===== src/rtl/led_mmio_peripheral_pkg.sv =====
// Shared definitions for the LED MMIO peripheral: bus widths, register
// offsets and the offset decoder used by the register file.
package led_mmio_peripheral_pkg;

   localparam int BUS_AW = 32;
   localparam int BUS_DW = 32;

   localparam logic [11:0] LED_OFS_DATA  = 12'h000;
   localparam logic [11:0] LED_OFS_SET   = 12'h004;
   localparam logic [11:0] LED_OFS_CLR   = 12'h008;
   localparam logic [11:0] LED_OFS_TGL   = 12'h00C;
   localparam logic [11:0] LED_OFS_WRCNT = 12'h010;
   localparam logic [11:0] LED_OFS_PWM   = 12'h014;

   typedef enum logic [2:0] {
      REG_DATA,
      REG_SET,
      REG_CLR,
      REG_TGL,
      REG_WRCNT,
      REG_PWM,
      REG_NONE
   } reg_sel_e;

   // Word offset (byte offset bits [11:2]) to register selector
   function automatic reg_sel_e decode_offset(input logic [9:0] word_ofs);
      logic [11:0] ofs;
      ofs = {word_ofs, 2'b00};
      case (ofs)
         LED_OFS_DATA:  return REG_DATA;
         LED_OFS_SET:   return REG_SET;
         LED_OFS_CLR:   return REG_CLR;
         LED_OFS_TGL:   return REG_TGL;
         LED_OFS_WRCNT: return REG_WRCNT;
         LED_OFS_PWM:   return REG_PWM;
         default:       return REG_NONE;
      endcase
   endfunction

endpackage


===== src/rtl/led_mmio_peripheral_if.sv =====
// Core data-memory bus as seen by the LED peripheral.
// The core drives the request side (master), the peripheral answers (slave).
interface led_mmio_peripheral_if;
   import led_mmio_peripheral_pkg::*;

   logic              bus_rd;
   logic              bus_wr;
   logic [BUS_AW-1:0] bus_addr;
   logic [BUS_DW-1:0] bus_wdata;
   logic [BUS_DW-1:0] bus_rdata;
   logic              bus_ack;

   modport master (
      output bus_rd, bus_wr, bus_addr, bus_wdata,
      input  bus_rdata, bus_ack
   );

   modport slave (
      input  bus_rd, bus_wr, bus_addr, bus_wdata,
      output bus_rdata, bus_ack
   );

endinterface


===== src/rtl/led_mmio_peripheral_pwm_gen.sv =====
// led_pwm_gen: 8-bit free-running counter and duty compare that gates the
// LED register onto the pins. Only built when LED_PWM_EN is defined.
// The gated output is registered, so the pins trail led_in by one cycle.
module led_pwm_gen #(
   parameter int                   LED_WIDTH  = 8,
   parameter logic [LED_WIDTH-1:0] RESET_LEDS = '0
) (
   input  logic                 clk,
   input  logic                 rst_n,
   input  logic [LED_WIDTH-1:0] led_in,
   input  logic [7:0]           duty,
   output logic [LED_WIDTH-1:0] leds
);

   logic [7:0] pwm_cnt;

   // Free-running PWM phase counter, wraps every 256 cycles
   always_ff @(posedge clk or negedge rst_n) begin
      if (!rst_n) pwm_cnt <= 8'h00;
      else        pwm_cnt <= pwm_cnt + 8'h01;
   end

   // Gate LEDs on while the phase is below the duty value
   always_ff @(posedge clk or negedge rst_n) begin
      if (!rst_n) leds <= RESET_LEDS;
      else        leds <= led_in & {LED_WIDTH{pwm_cnt < duty}};
   end

endmodule


===== src/rtl/led_mmio_peripheral.sv =====
// Memory-mapped LED output port on the core data-memory bus.
// Registers: LED_DATA, LED_SET, LED_CLR, LED_TGL, WR_CNT and (optional) PWM_DUTY.
// Every in-window request is acknowledged one cycle after it is sampled.
// Optional feature macro: LED_PWM_EN (adds PWM dimming via led_pwm_gen).
module led_mmio_peripheral
   import led_mmio_peripheral_pkg::*;
#(
   parameter logic [31:0]          BASE_ADDR  = 32'h0000_1000,
   parameter int                   LED_WIDTH  = 8,
   parameter logic [LED_WIDTH-1:0] RESET_LEDS = '0
) (
   input  logic                 clk,
   input  logic                 rst_n,
   led_mmio_peripheral_if.slave bus,
   output logic [LED_WIDTH-1:0] leds
);

   logic                 sel;
   logic                 is_wr;
   logic                 is_rd;
   reg_sel_e             reg_sel;
   logic [LED_WIDTH-1:0] wdata_led;
   logic [LED_WIDTH-1:0] led_reg;
   logic [LED_WIDTH-1:0] led_next;
   logic [15:0]          wr_cnt;
   logic [BUS_DW-1:0]    read_data;
   logic [BUS_DW-1:0]    rdata_q;
   logic                 ack_q;
   logic                 unused_bits;

   // Zero-extend an LED-width value onto the data bus
   function automatic logic [BUS_DW-1:0] led_to_bus(input logic [LED_WIDTH-1:0] v);
      logic [BUS_DW-1:0] r;
      r = '0;
      r[LED_WIDTH-1:0] = v;
      return r;
   endfunction

   // Saturating 16-bit increment for the store counter
   function automatic logic [15:0] sat_inc16(input logic [15:0] v);
      return (v == 16'hFFFF) ? v : v + 16'h0001;
   endfunction

   // A simultaneous load and store is handled as a store only
   assign sel       = (bus.bus_rd | bus.bus_wr) &&
                      (bus.bus_addr[31:12] == BASE_ADDR[31:12]);
   assign is_wr     = bus.bus_wr;
   assign is_rd     = bus.bus_rd & ~bus.bus_wr;
   assign reg_sel   = decode_offset(bus.bus_addr[11:2]);
   assign wdata_led = bus.bus_wdata[LED_WIDTH-1:0];

   // Byte-lane bits and upper store data are don't-care
   assign unused_bits = ^{bus.bus_addr[1:0], bus.bus_wdata};

`ifdef LED_PWM_EN
   logic [7:0] pwm_duty;

   // PWM duty register, full on (255/256) out of reset
   always_ff @(posedge clk or negedge rst_n) begin
      if (!rst_n)                                  pwm_duty <= 8'hFF;
      else if (sel && is_wr && reg_sel == REG_PWM) pwm_duty <= bus.bus_wdata[7:0];
   end

   led_pwm_gen #(
      .LED_WIDTH  (LED_WIDTH),
      .RESET_LEDS (RESET_LEDS)
   ) u_pwm (
      .clk    (clk),
      .rst_n  (rst_n),
      .led_in (led_reg),
      .duty   (pwm_duty),
      .leds   (leds)
   );
`else
   assign leds = led_reg;
`endif

   // Load data mux; LED_DATA returns the raw register, not the PWM output
   always_comb begin
      read_data = '0;
      case (reg_sel)
         REG_DATA:  read_data = led_to_bus(led_reg);
         REG_WRCNT: read_data = {16'h0000, wr_cnt};
`ifdef LED_PWM_EN
         REG_PWM:   read_data = {24'h000000, pwm_duty};
`endif
         default:   read_data = '0;
      endcase
   end

   // Next LED value for a store to one of the LED write ports
   always_comb begin
      led_next = led_reg;
      if (sel && is_wr) begin
         case (reg_sel)
            REG_DATA: led_next = wdata_led;
            REG_SET:  led_next = led_reg | wdata_led;
            REG_CLR:  led_next = led_reg & ~wdata_led;
            REG_TGL:  led_next = led_reg ^ wdata_led;
            default:  led_next = led_reg;
         endcase
      end
   end

   // LED register and store counter (stores to WR_CNT itself are not counted)
   always_ff @(posedge clk or negedge rst_n) begin
      if (!rst_n) begin
         led_reg <= RESET_LEDS;
         wr_cnt  <= 16'h0000;
      end else begin
         led_reg <= led_next;
         if (sel && is_wr && reg_sel != REG_WRCNT) wr_cnt <= sat_inc16(wr_cnt);
      end
   end

   // Ack and registered load data, one cycle after the request is sampled
   always_ff @(posedge clk or negedge rst_n) begin
      if (!rst_n) begin
         ack_q   <= 1'b0;
         rdata_q <= '0;
      end else begin
         ack_q   <= sel;
         rdata_q <= (sel && is_rd) ? read_data : '0;
      end
   end

   assign bus.bus_ack   = ack_q;
   assign bus.bus_rdata = rdata_q;

endmodule


===== src/flat_wrapper.sv =====
// flat-port wrapper written by rule: the top's interface ports become plain ports
module led_mmio_peripheral_flat import led_mmio_peripheral_pkg::*;
#(
   parameter logic [31:0]          BASE_ADDR  = 32'h0000_1000,
   parameter int                   LED_WIDTH  = 8,
   parameter logic [LED_WIDTH-1:0] RESET_LEDS = '0
)
  (clk, rst_n, leds, bus_bus_rd, bus_bus_wr, bus_bus_addr, bus_bus_wdata, bus_bus_rdata, bus_bus_ack);
  led_mmio_peripheral_if bus_i ();
  input  logic clk;
  input  logic rst_n;
  output logic [LED_WIDTH-1:0] leds;
  input wire logic [$bits(bus_i.bus_rd)-1:0] bus_bus_rd;
  input wire logic [$bits(bus_i.bus_wr)-1:0] bus_bus_wr;
  input wire logic [$bits(bus_i.bus_addr)-1:0] bus_bus_addr;
  input wire logic [$bits(bus_i.bus_wdata)-1:0] bus_bus_wdata;
  output wire logic [$bits(bus_i.bus_rdata)-1:0] bus_bus_rdata;
  output wire logic [$bits(bus_i.bus_ack)-1:0] bus_bus_ack;
  assign bus_i.bus_rd = bus_bus_rd;
  assign bus_i.bus_wr = bus_bus_wr;
  assign bus_i.bus_addr = bus_bus_addr;
  assign bus_i.bus_wdata = bus_bus_wdata;
  assign bus_bus_rdata = bus_i.bus_rdata;
  assign bus_bus_ack = bus_i.bus_ack;
  led_mmio_peripheral #(.BASE_ADDR(BASE_ADDR), .LED_WIDTH(LED_WIDTH), .RESET_LEDS(RESET_LEDS)) u_core (.clk(clk), .rst_n(rst_n), .bus(bus_i), .leds(leds));
endmodule

===== config.mk =====
export PLATFORM = sky130hd
export DESIGN_NAME = led_mmio_peripheral_flat
export DESIGN_NICKNAME = d
export VERILOG_FILES = /design/src/rtl/led_mmio_peripheral_pkg.sv /design/src/rtl/led_mmio_peripheral_if.sv /design/src/rtl/led_mmio_peripheral_pwm_gen.sv /design/src/rtl/led_mmio_peripheral.sv /design/src/flat_wrapper.sv
export SDC_FILE = /design/constraint.sdc
export NUM_CORES = 1
export LEC_CHECK = 0
export BUFFER_PORTS_ARGS = -buffer_cell sky130_fd_sc_hd__buf_2
export CORE_MARGIN = 2
export CORE_UTILIZATION = 51
export DETAILED_ROUTE_END_ITERATION = 16
export GPL_ROUTABILITY_DRIVEN = 0
export PLACE_DENSITY = 0.86
export SKIP_LAST_GASP = 1
export SLEW_MARGIN = 20
export SYNTH_ARGS = -nofsm -noshare
export SYNTH_HDL_FRONTEND = slang
export SYNTH_SLANG_ARGS = --single-unit

===== constraint.sdc =====
create_clock -name clk -period 4.2 [get_ports clk]
set_clock_uncertainty 0.05 [all_clocks]
set_input_delay 0.84 -clock clk [delete_from_list [all_inputs] [get_ports clk]]
set_output_delay 0.84 -clock clk [all_outputs]
set_load 0.1 [all_outputs]

Word-level counts from Yosys, hierarchy flattened
Cells that the tools add are included.
{"block": "totals", "in_bits": 68, "reg_bits": 57, "rom_bits": 0, "ramBits": 0, "latch_bits": 0, "mem_count": 0}
{"block": "classes", "n_reduce_logical": 9, "shift": 0, "eq_ne": 12, "bitwise": 8, "div_mod_pow": 0, "n_mux": 4, "multipliers": 0, "n_addsub": 1, "magnitude_cmp": 0}
{"operator": "16-bit one-hot mux with 2 select lines", "n": 1}
{"operator": "8-bit one-hot mux with 4 select lines", "n": 1}
{"operator": "10-bit by 2-bit == test with 1-bit output, second input constant", "n": 2}
{"operator": "10-bit by 3-bit == test with 1-bit output, second input constant", "n": 2}
{"operator": "20-bit by 1-bit == test with 1-bit output, second input constant", "n": 1}
{"operator": "3-bit one-hot mux with 6 select lines", "n": 1}
{"operator": "16-bit by 1-bit adder with 16-bit output, second input constant", "n": 1}
{"operator": "16-bit == test, second input constant", "n": 1}
{"operator": "16-bit two-way mux", "n": 1}
{"operator": "10-bit by 1-bit == test with 1-bit output, second input constant", "n": 1}
{"operator": "10-bit zero test", "n": 1}
{"operator": "8-bit AND", "n": 1}
{"operator": "8-bit inverter", "n": 1}
{"operator": "8-bit bitwise OR", "n": 1}
{"operator": "8-bit XOR", "n": 1}
{"operator": "3-bit by 2-bit == test with 1-bit output, second input constant", "n": 2}
{"operator": "1-bit logical AND", "n": 4}
{"operator": "2-bit AND reduction", "n": 2}
{"operator": "4-bit nonzero test", "n": 1}
{"operator": "3-bit by 1-bit == test with 1-bit output, second input constant", "n": 1}
{"operator": "3-bit == test, second input constant", "n": 1}
{"operator": "3-bit zero test", "n": 1}
{"operator": "3-bit inequality test, second input constant", "n": 1}
{"operator": "1-bit inverter", "n": 2}
{"operator": "other kinds (2)", "n": 2}

Depth between registers and ports, before layout
Gate-level depths: netlist (run 1).
{"block": "logic_depth", "word_depth": 5, "mapped_depth": 8}

Least setup slack after synthesis (run 1)
Ideal clock, no wire load.
{"block": "synth_path", "path_type": "input to register", "from": "in bus_bus_addr[21]", "to": "reg u_core.led_reg[7], in the netlist u_core.leds[7]", "slack_ns": 1.325, "n_path_buf": 1, "arrival_time_ns": 2.700, "setup_ns": 0.126, "cell_stages": 5, "cell_sequence": "or4_4 > or4b_4 > or3_1 > buf_2 > mux2_4"}
{"block": "synth_between", "elab_chain_len": 4}
{"item": "from (decl)", "line_no": "flat_wrapper.sv:15", "text": "input wire logic [$bits(bus_i.bus_addr)-1:0] bus_bus_addr;"}
{"item": "20-bit by 1-bit == test with 1-bit output", "line_no": "led_mmio_peripheral.sv:46", "text": "(bus.bus_addr[31:12] == BASE_ADDR[31:12]);"}
{"item": "1-bit logical AND", "line_no": "led_mmio_peripheral.sv:45", "text": "assign sel = (bus.bus_rd | bus.bus_wr) &&"}
{"item": "1-bit logical AND", "line_no": "led_mmio_peripheral.sv:94", "text": "if (sel && is_wr) begin"}
{"item": "2-bit AND reduction (no source line)"}
{"item": "to (signal assigned)", "line_no": "led_mmio_peripheral.sv:111", "text": "led_reg <= led_next;"}
{"item": "to (decl)", "line_no": "led_mmio_peripheral.sv:23", "text": "logic [LED_WIDTH-1:0] led_reg;"}
Every way passes these cells.
A chain may end at the register's enable or synchronous reset.

Worst setup path in the final report (run 1)
{"block": "layout_path", "from": "in bus_bus_addr[13]", "to": "reg u_core.led_reg[7], in the netlist u_core.leds[7]"}
Same word-level chain as after synthesis.

==> metrics.yaml, run 1 <==
floorplanning:
  rows: 25
  start_util: 0.523
  io_pins: 109
  die_x_um: 73.2
  die_y_um: 73.2
  coreArea_sq_mm: 0.00466
  dieArea_sq_mm: 0.00535
cells_and_area:
  drive_gt1_frac: 0.283
  layout.cells.non_filler: 365
  final_common_cell: "buf_2"
  fillers: 399
  nNetsFinal: 395
  antenna_cells: 0
  mostFrequentLayoutCells: "buf_2, dfrtp_1, nor2_1, inv_1, ha_1"
  area_delta_synth_final_pct: 15.0
placement:
  dp_hpwl_um: 3670
  post-place-ws_ns: 0.987
  port_buffers: 66
  dp.cells: 357
routing:
  drt_first_pass_iters: 4
  drtAntennaViolNets: 0
  via_per_inst: 5.45
  drt_iter0_drc: 107
  wire_per_inst_um: 13.1
  wl_um: 4790
  vias: 1989
  drc: 0
power_and_ir_drop:
  p_sw_frac: 0.288
  seq_power_share: 0.520
  power_density_mw_per_mm2: 270
  vdd_drop_max_v: 0.000171
  comb_power_share: 0.159
  finalPower_mw: 0.758
  p_sw_mw: 0.219
  clkPwrFrac: 0.321
  internal_power_mw: 0.540
  leakagePower_nw: 1.41
yosys:
  ys_ff_latch: 41
  yosysSeqAreaShare: 0.421
  synth_cell_types: 38
  avgSynthCellArea_sq_um: 9.84
  yosys_warnings: 0
  synth_area_sq_mm: 0.00244
  syn_inst: 248
run_status:
  outcome: "finished clean"
global_route:
  use_met1: 0.255
  grt_use_met2: 0.334
  grtUsageTotal: 0.198
  grt_pass1_vias: 1841
  globalRouteMet3Util: 0.0442
  grt_busiest_layer: "met2"
  grt_start_max_net_pins: 42
  grt_pass1_wl_um: 8250
  antenna_found_initial: 0
  grt.overflow.total: 0
clocking:
  cts_setup_buffers: 0
  cts_tree: "done"
  numClockSinks: 41
  path_clk_slew_ns: 0.07
  cts_hold_buf: 0
  cts_root_buf: "clkbuf_8"
  cts_max_level: 2
  clockBufferDepth: 2
  worstSkewPairLatency_ns: 0.29
  cts_buffers: 5
  cts_resized: 0
sta:
  fin_crit_ns: 2.89
  worst_pin_slew_ns: 0.873
  max-slew-margin-rel: 0.418
  fin_setup_tns_ns: 0
  rsz0062_at_grt: "false"
  fmax_ghz: 0.346
  holdWs_ns: 0.463
  setup_slack_ns: 1.31
  period_share: 0.687
  slew_viol_final: 0
  final-setup-viol-count: 0
  hold_violations: 0
critical_path:
  cp.required_ns: 4.33
  worstPathArrival_ns: 3.01
  endpoint_kind: "register"
  cp_num_buf_inv: 1
  path_cells: "buf_2 -> or4b_1 -> or4b_4 -> or3_1 -> mux2_4"
  critPathMaxFanout: 15
  cpMaxStageDelayCell: "or3_1"
  cpPeakStageDelay_ns: 0.60
  path_delay_family: "simple AND/OR/NAND/NOR gates"
  critical_path_class: "primary input to register"
  crit_path_start_kind: "primary input"
job:
  max-cap-violations: 0
min_path:
  min_path_type: "register to register"
## sequential cells by signal (all words and copies together) (netlist names)
name	flops
u_core.wr_cnt	16
u_core.bus.bus_rdata	16
u_core.bus.bus_ack	1
u_core.leds	8
## stage by stage
stage	instance area, sq um	utilization
floorplan	2500	-
global placement	2730	0.585
detailed placement	2730	0.585
CTS	2810	0.602
global route	2810	0.602
finish	2810	0.602
## cell families after synthesis
| logic type | synth area share |
|---|---|
| AOI/OAI and AO/OA | 0.0939 |
| other | 0.00154 |
| xor gates and xnor gates | 0.0431 |
| DFF | 0.421 |
| muxes | 0.0569 |
| adders and majority gates | 0.0872 |
| and+or+nand+nor | 0.199 |
| buffers and inverters | 0.0980 |
## power by group through the flow
stage | clock network [mW] | logic (mW) | registers [mW]
2_1_floorplan | 0 | 0.101 | 0.402
3_3_place_gp | 0 | 0.118 | 0.402
3_5_place_dp | 0 | 0.121 | 0.402
4_1_cts | 0.250 | 0.121 | 0.394
5_1_grt | 0.265 | 0.131 | 0.394
6_report | 0.243 | 0.121 | 0.395
## area by class of cell
cell class / count / area [sq um] / share of cell area
multi-input combinational: 177 / 1230 / 0.439
sequential: 41 / 1030 / 0.366
timing repair buffer: 66 / 330 / 0.118
clock buffer: 8 / 80.1 / 0.0285
inverter: 19 / 71.3 / 0.0254
tap: 54 / 67.6 / 0.0241
## worst register-to-register path, delay by kind of cell (launching register included)
kind	cells	cell delay, ns
adders and majority gates	1	0.21
DFF	1	0.44
muxes	1	0.35
and+or+nand+nor	4	1.47
## synthesized netlist by cell type (all sizes together)
| master | number | share of area |
|---|---|---|
| a211oi | 7 | 0.022 |
| a21oi | 10 | 0.021 |
| a22oi | 8 | 0.025 |
| a31oi | 2 | 0.0051 |
| and2 | 7 | 0.018 |
| and3 | 2 | 0.0051 |
| and4 | 4 | 0.014 |
| buf | 19 | 0.058 |
| clkbuf | 7 | 0.011 |
| conb | 1 | 0.0015 |
| dfrtp | 41 | 0.42 |
| ha | 17 | 0.087 |
| inv | 19 | 0.029 |
| mux2 | 10 | 0.048 |
| mux4 | 1 | 0.0092 |
| nand2 | 13 | 0.020 |
| nand2b | 3 | 0.0077 |
| nand3 | 8 | 0.016 |
| nand3b | 2 | 0.0062 |
| nand4 | 6 | 0.015 |
| nand4b | 2 | 0.0072 |
| nor2 | 21 | 0.032 |
| nor3 | 5 | 0.015 |
| nor4 | 6 | 0.015 |
| o211ai | 1 | 0.0031 |
| o21ai | 7 | 0.019 |
| or3 | 1 | 0.0026 |
| or4 | 4 | 0.014 |
| or4b | 2 | 0.0097 |
| xnor2 | 10 | 0.036 |
| xor2 | 2 | 0.0072 |
## path summary, 6_finish.rpt
kind | to | from | slack [ns] | depth (start not counted)
max reg2reg | u_core.wr_cnt[1]$_DFFE_PN0P_ | u_core.wr_cnt[0]$_DFFE_PN0P_ | 1.57 | 6
max in group asynchronous | u_core.bus.bus_rdata[15]$_DFF_PN0_ | rst_n | 2.93 | 1
max | u_core.leds[7]$_DFFE_PN0P_ | bus_bus_addr[13] | 1.31 | 5
min in group asynchronous | u_core.bus.bus_rdata[11]$_DFF_PN0_ | rst_n | 0.61 | 1
min reg2reg | u_core.wr_cnt[6]$_DFFE_PN0P_ | u_core.wr_cnt[6]$_DFFE_PN0P_ | 0.46 | 1
min | u_core.wr_cnt[6]$_DFFE_PN0P_ | u_core.wr_cnt[6]$_DFFE_PN0P_ | 0.46 | 1
## routing by layer
layer,vias up,share of wire
li1,958,-
met1,944,0.43
met2,81,0.49
met3,6,0.059
met4,0,0.014
met5,-,0
Note: power is estimated with default switching activity, not from simulation.
==> inputs of run 2 (changes only) <==
Settings changed: CORE_UTILIZATION 51 to 43, PLACE_DENSITY 0.86 to 0.77.
Clock period 4.2 ns to 2.5 ns, I/O delays scaled along.
==> metrics.yaml, run 2 (same netlist as run 1, synthesis figures left out) <==
critical_path:
  timing.rr.end: "u_core.wr_cnt[11]$_DFFE_PN0P_"
  endpoint_kind: "register"
  reg2regPathDepth: 7
  cp-endpoint: "u_core.wr_cnt[15]$_DFFE_PN0P_"
  rrSetupSlack_ns: 0.37
  cp_num_buf_inv: 3
  worstPathArrival_ns: 2.52
  startpoint: "bus_bus_addr[13]"
  cp.required_ns: 2.62
  cpMaxStageDelayCell: "or4b_1"
  critPathMaxFanout: 9
  path_cells: "buf_2 -> or4b_1 -> or4b_4 -> buf_4 -> nor3_4 -> buf_4 -> nand4b_1 -> xnor2_1"
  cpPeakStageDelay_ns: 0.55
  cp.depth: 8
  reg2reg_from: "u_core.wr_cnt[0]$_DFFE_PN0P_"
  path_delay_family: "simple AND/OR/NAND/NOR gates"
  crit_path_start_kind: "primary input"
  critical_path_class: "primary input to register"
  path_common_cell: "buf_4"
cells_and_area:
  drive_gt1_frac: 0.333
  fillers: 499
  final_common_cell: "buf_2"
  nNetsFinal: 408
  antenna_cells: 0
  mostFrequentLayoutCells: "buf_2, dfrtp_1, nor2_1, inv_1, ha_1"
  layout.cells.non_filler: 396
  area_delta_synth_final_pct: 21.9
floorplanning:
  start_util: 0.443
  rows: 27
  dieArea_sq_mm: 0.00629
  coreArea_sq_mm: 0.00551
  die_x_um: 79.3
  io_pins: 109
  die_y_um: 79.3
routing:
  drc: 0
  via_per_inst: 5.01
  drt_iter0_drc: 149
  vias: 1982
  drtAntennaViolNets: 0
  drt_first_pass_iters: 5
  wl_um: 4730
  wire_per_inst_um: 11.9
sta:
  max-slew-margin-rel: 0.423
  final-setup-viol-count: 0
  rsz0062_at_grt: "false"
  worst_pin_slew_ns: 0.866
  setup_slack_ns: 0.104
  slew_viol_final: 0
  fin_crit_ns: 2.40
  fmax_ghz: 0.417
  period_share: 0.958
  hold_violations: 0
  fin_setup_tns_ns: 0
global_route:
  grtUsageTotal: 0.164
  grt_pass1_vias: 1790
  grt_pass1_wl_um: 7980
  antenna_found_initial: 0
  grt_start_max_net_pins: 42
  grt.overflow.total: 0
power_and_ir_drop:
  seq_power_share: 0.475
  vdd_drop_max_v: 0.000219
  power_density_mw_per_mm2: 469
  leakagePower_nw: 1.49
  p_sw_frac: 0.276
  internal_power_mw: 1.01
  clkPwrFrac: 0.377
  comb_power_share: 0.147
  p_sw_mw: 0.384
clocking:
  cts_hold_buf: 0
  path_clk_slew_ns: 0.08
  cts_buffers: 5
  cts_setup_buffers: 0
  worstSkewPairLatency_ns: 0.29
  cts_root_buf: "clkbuf_8"
  cts_max_level: 2
  clockBufferDepth: 2
  cts_tree: "done"
  numClockSinks: 41
run_status:
  outcome: "finished clean"
placement:
  dp_hpwl_um: 3730
  port_buffers: 66
  post-place-ws_ns: -0.242
  dp.cells: 388
job:
  max-cap-violations: 0
min_path:
  min_path_type: "primary input to asynchronous set/reset pin"
## run 2: cell count changes in the layout (fill, tap and decap cells not counted), sizes merged
cell      previous run  this run
buf                 66        79
bufinv               0         1
clkbuf               8         5
clkinv               0         1
clkinvlp             0         1
## run 2: worst register-to-register path, stage by stage (launching register included)
cell,delay (ns)
dfrtp_1,0.44
ha_1,0.21
nand3_1,0.16
nor4_1,0.48
nand4_1,0.19
buf_4,0.21
and3_1,0.15
a21oi_1,0.16
## run 2: what timing repair did
item                       in CTS  in global routing
gates resized for setup         0                  1
hold endpoints to repair        0                  0
setup endpoints to repair       0                  1
## run 2: worst min-delay path by stage
stage,start,end,slack (ns)
floorplan,rst_n,u_core.bus.bus_ack$_DFF_PN0_,0.15
global placement,u_core.wr_cnt[9]$_DFFE_PN0P_,u_core.wr_cnt[9]$_DFFE_PN0P_,0.45
detailed placement,u_core.wr_cnt[10]$_DFFE_PN0P_,u_core.wr_cnt[10]$_DFFE_PN0P_,0.45
CTS,rst_n,u_core.bus.bus_rdata[8]$_DFF_PN0_,0.30
global route,rst_n,u_core.bus.bus_rdata[8]$_DFF_PN0_,0.32
finish,rst_n,u_core.bus.bus_rdata[8]$_DFF_PN0_,0.27
## run 2: power by group through the flow
| stage | combinational [mW] | clock [mW] | sequential (mW) |
|---|---|---|---|
| final | 0.205 | 0.526 | 0.663 |
| after global routing | 0.222 | 0.574 | 0.663 |
| after CTS | 0.207 | 0.543 | 0.663 |
| after detailed placement | 0.207 | 0 | 0.676 |
| after global placement | 0.203 | 0 | 0.676 |
| after floorplan | 0.170 | 0 | 0.676 |
## run 2: routing by layer
| metal | vias to the layer above | wire, um | global-route usage |
|---|---|---|---|
| met2 | 67 | 2320 | 0.286 |
| met1 | 926 | 2060 | 0.202 |
| met5 | - | 0 | 0 |
| met3 | 5 | 296 | 0.0386 |
| li1 | 984 | - | - |
| met4 | 0 | 46 | 0.0466 |
## run 2: per-stage QoR
| step | power, mW | util | hold slack (ns) | area, sq um |
|---|---|---|---|---|
| after floorplan | 0.846 | - | 0.154 | 2510 |
| after global placement | 0.879 | 0.518 | 0.446 | 2850 |
| final | 1.39 | 0.540 | 0.272 | 2970 |
| after detailed placement | 0.882 | 0.518 | 0.454 | 2850 |
| after CTS | 1.41 | 0.539 | 0.295 | 2970 |
| after global routing | 1.46 | 0.540 | 0.321 | 2970 |
## run 2: layout make-up
class | count | area (sq um) | share of cell area
well taps | 72 | 90.1 | 0.0303
flip-flops and latches | 41 | 1030 | 0.345
multi-input cells | 177 | 1240 | 0.418
repair buffers | 79 | 428 | 0.144
clock buffers | 5 | 68.8 | 0.0231
inverters | 19 | 71.3 | 0.0240
clock inverters | 3 | 46.3 | 0.0156
